[config.mk]
export PLATFORM = sky130hd
export DESIGN_NAME = mux_bs_demux
export DESIGN_NICKNAME = d
export VERILOG_FILES = /design/src/rtl/mux_bs_demux.sv
export SDC_FILE = /design/constraint.sdc
export NUM_CORES = 1
export LEC_CHECK = 0
export ABC_CLOCK_PERIOD_IN_PS = 2000
export CORE_AREA = 2 2 39 41
export CTS_CLUSTER_SIZE = 24
export DETAILED_ROUTE_END_ITERATION = 10
export DIE_AREA = 0 0 41 43
export GPL_TIMING_DRIVEN = 0
export HOLD_SLACK_MARGIN = 0.08
export PLACE_DENSITY_LB_ADDON = 0.25
export SLEW_MARGIN = 5
export SYNTH_ARGS = -nofsm -noshare
export SYNTH_HDL_FRONTEND = slang
export SYNTH_SLANG_ARGS = --single-unit
[constraint.sdc]
create_clock -name clk -period 2 [get_ports clk]
set_input_delay 0.6 -clock clk [delete_from_list [all_inputs] [get_ports clk]]
set_output_delay 0.6 -clock clk [all_outputs]
set_load 0.05 [all_outputs]
[src/rtl/mux_bs_demux.sv]
// One-to-four demultiplexer: each channel has a one-entry output register,
// and bs selects the destination. Define MUX_BS_DEMUX_COUNT_EN to add the xfer_cnt port.
module mux_bs_demux #(
  parameter int n = 1
) (
  input  logic         clk,
  input  logic         reset,
  input  logic [n-1:0] in,
  input  logic         in_val,
  input  logic [1:0]   bs,
  output logic         in_rdy,
  output logic [n-1:0] out0,
  output logic [n-1:0] out1,
  output logic [n-1:0] out2,
  output logic [n-1:0] out3,
  output logic [3:0]   out_val,
  input  logic [3:0]   out_rdy
`ifdef MUX_BS_DEMUX_COUNT_EN
  ,
  output logic [31:0]  xfer_cnt
`endif
);

  typedef enum logic {EMPTY = 1'b0, FULL = 1'b1} chan_state_t;

  chan_state_t  state_q [4];
  chan_state_t  state_d [4];
  logic [n-1:0] data_q  [4];
  logic [3:0]   load;
  logic [3:0]   drain;
  logic         xfer_in;

  always_comb begin
    out_val = '0;
    load    = '0;
    drain   = '0;
    for (int i = 0; i < 4; i++) begin
      out_val[i] = (state_q[i] == FULL);
    end
    // Ready is a function of the selected channel only, never of in_val.
    in_rdy  = !out_val[bs] | out_rdy[bs];
    xfer_in = in_val & in_rdy;
    for (int i = 0; i < 4; i++) begin
      load[i]    = xfer_in && (bs == i[1:0]);
      drain[i]   = out_val[i] & out_rdy[i];
      state_d[i] = state_q[i];
      case (state_q[i])
        EMPTY:   if (load[i]) state_d[i] = FULL;
        FULL:    if (drain[i] && !load[i]) state_d[i] = EMPTY;
        default: state_d[i] = EMPTY;
      endcase
    end
  end

  always_ff @(posedge clk) begin
    if (reset) begin
      for (int i = 0; i < 4; i++) begin
        state_q[i] <= EMPTY;
        data_q[i]  <= '0;
      end
    end else begin
      for (int i = 0; i < 4; i++) begin
        state_q[i] <= state_d[i];
        if (load[i]) data_q[i] <= in;
      end
    end
  end

  assign out0 = data_q[0];
  assign out1 = data_q[1];
  assign out2 = data_q[2];
  assign out3 = data_q[3];

`ifdef MUX_BS_DEMUX_COUNT_EN
  logic [7:0] cnt_q [4];

  // Counters wrap naturally at 8 bits.
  always_ff @(posedge clk) begin
    if (reset) begin
      for (int i = 0; i < 4; i++) cnt_q[i] <= '0;
    end else begin
      for (int i = 0; i < 4; i++) begin
        if (drain[i]) cnt_q[i] <= cnt_q[i] + 8'd1;
      end
    end
  end

  assign xfer_cnt = {cnt_q[3], cnt_q[2], cnt_q[1], cnt_q[0]};
`endif

endmodule

==> impl_metrics.json <==
{
  "drt-total-wl_um": 829,
  "yosys_warnings": 0,
  "cp_max_fo": 2,
  "drt_iter0_markers": 4,
  "tightest_slew_ns": 0.499,
  "cts_tree": "built",
  "min_to": "state_q[2]",
  "hp-start": "state_q[2]",
  "max_stage_delay_ns": 0.48,
  "syn_to_final_growth_pct": 61.3,
  "setup_slack_ns": -0.0672,
  "syn_inst": 39,
  "fillers": 133,
  "wl_per_cell_um": 10.8,
  "min_path_cells": 2,
  "hpwl_um": 604,
  "die_width_um": 41,
  "num_io_pins": 19,
  "detail-route-antenna-nets": 0,
  "num_rows": 14,
  "r2r-start": "state_q[0]",
  "synthDistinctLibCells": 16,
  "skew_ns": 0.0000961,
  "cp_num_buf_inv": 2,
  "fin_area_um2": 688,
  "worstPathCellList": "buf_6 -> nand2b_4 -> mux4_2 -> buf_8",
  "dieArea_um2": 1760,
  "maxSlewHeadroom_pct": 66.7,
  "place_congestion": 0.673,
  "core_um2": 1380,
  "initial_core_util_pct": 30.8,
  "fin_nets": 73,
  "status": "complete, but fails checks",
  "violations": "setup timing",
  "overflow": 0,
  "antenna_cells": 0,
  "numCtsBuffers": 3,
  "die_h_um": 43,
  "drc": 0,
  "reg2reg_to": "data_q[0]",
  "port_buffers": 17,
  "end_kind": "output port",
  "cap_viol_max_count": 0,
  "h-tree-depth": 1,
  "cp_top_family": "multiplexers",
  "p_leak_nw": 0.315,
  "cts_sinks": 8,
  "p_per_area_nw_per_um2": 573,
  "mostFrequentLayoutCells": "buf_4 (6), dlygate4sd2_1 (5)",
  "setup_viol": 1,
  "grt_pass1_wl_um": 1460,
  "grt_pass1_vias": 325,
  "min_path_type": "reg -> reg",
  "drive_gt1_share_pct": 39.3,
  "synth.avg_cell_area_um2": 10.9,
  "reg2reg_depth": 2,
  "grt_usage_pct": 12.7,
  "hold_viol": 0,
  "final_common_cell": "buf_4",
  "ys_seq_elements": 8,
  "fmax_ghz": 0.484,
  "clock_path_buffers": 2,
  "ys_seq_area_share_pct": 46.9,
  "vias": 362,
  "root_buffer": "clkbuf_4",
  "clock_latency_ns": 0.25,
  "period_minus_slack_ns": 2.07,
  "irDropWorstVdd_mv": 0.300,
  "r2r_setup_slack_ns": 1.02,
  "critPathRequiredTime_ns": 1.40,
  "antenna_found_initial": 0,
  "mappedNetlistNets": 49,
  "netlist_area_um2": 427,
  "cts_hold_buf": 0,
  "placed_area_um2": 617,
  "fin_util_pct": 49.7,
  "viasPerCell": 4.70,
  "critical_path_class": "in -> out",
  "place_ws_ns": -1.01,
  "crit_arrival_ns": 1.47,
  "slowest_stage": "mux4_2",
  "grt_max_degree": 10,
  "clk_pin_slew_ns": 0.05,
  "period_share_pct": 103,
  "grt_setup_unrepaired": "yes",
  "start_kind": "primary input",
  "slew_viol_final": 0,
  "first_pass_iters": 4
}
## cells in the mapped netlist
cell type,number,area (µm²)
nand2b_1,5,31.3
buf_4,4,30.0
dfxtp_1,4,80.1
edfxtp_1,4,120
nor2b_1,4,25.0
a21oi_1,3,15.0
nor3_1,3,15.0
o21bai_1,3,22.5
nand3b_1,2,15.0
a21oi_2,1,8.76
clkbuf_1,1,3.75
mux4_2,1,22.5
nand3_1,1,5.00
nor3_2,1,10.0
o21bai_2,1,11.3
or3b_4,1,11.3
## area by class of cell
| cell class | count | area [µm²] | area share [%] |
|---|---|---|---|
| Sequential cell | 8 | 200 | 29.1 |
| Multi-Input combinational cell | 26 | 223 | 32.4 |
| Buffer | 5 | 33.8 | 4.91 |
| Timing Repair Buffer | 19 | 189 | 27.5 |
| Clock buffer | 3 | 22.5 | 3.27 |
| Tap cell | 16 | 20.0 | 2.91 |
## sequential cells by signal, summed over array words and instances (netlist names)
| register | count |
|---|---|
| state_q | 4 |
| data_q | 4 |
## power breakdown
part / leakage, nW / internal [mW] / switching, mW / total (mW)
clock: 0.0138 / 0.0685 / 0.0525 / 0.121
sequential: 0.0757 / 0.179 / 0.00429 / 0.183
combinational: 0.226 / 0.0428 / 0.0474 / 0.0902
## metal layers
metal	track usage [%]	vias up	part of all wire [%]
met1	17.8	163	42
met2	15.3	14	48
met3	3.66	2	8.1
li1	-	183	-
met5	0	-	0
met4	10.0	0	1.2
## worst max-delay path by stage
| stage | from | to | cells after the start |
|---|---|---|---|
| finish | out_rdy[3] | in_rdy | 4 |
| detailed placement | bs[1] | in_rdy | 3 |
| global route | out_rdy[3] | in_rdy | 4 |
| global placement | bs[1] | in_rdy | 3 |
| floorplan | out_rdy[0] | in_rdy | 2 |
| CTS | out_rdy[3] | in_rdy | 4 |
## cell families after synthesis
kind of cell,after synthesis,share of synthesized area [%]
buffers and inverters,5,7.92
AO/OA/AOI/OAI,8,13.5
AND/OR/NAND/NOR,17,26.4
multiplexers,1,5.28
flip-flops,8,46.9
## what timing repair did
item                       in CTS  in global routing
buffers inserted                0                  2
gates resized for setup        41                  2
setup endpoints to repair       5                  3
## tightest hold or removal path, stage by stage, from the launching register on
cell and delay, ns:
dfxtp_1 0.34, nand2b_4 0.08, a21oi_1 0.05
## stage by stage
stage,instances,hold WS (ns),TNS [ns],power (mW)
after CTS,75,0.508,-0.0689,0.400
after global routing,77,0.535,-0.0817,0.413
after floorplan,39,0.473,0,0.237
after detailed placement,72,0.519,-1.01,0.273
final,77,0.515,-0.0672,0.395
after global placement,72,0.514,-0.993,0.272
No activity file was read; power rests on OpenSTA's default activity.
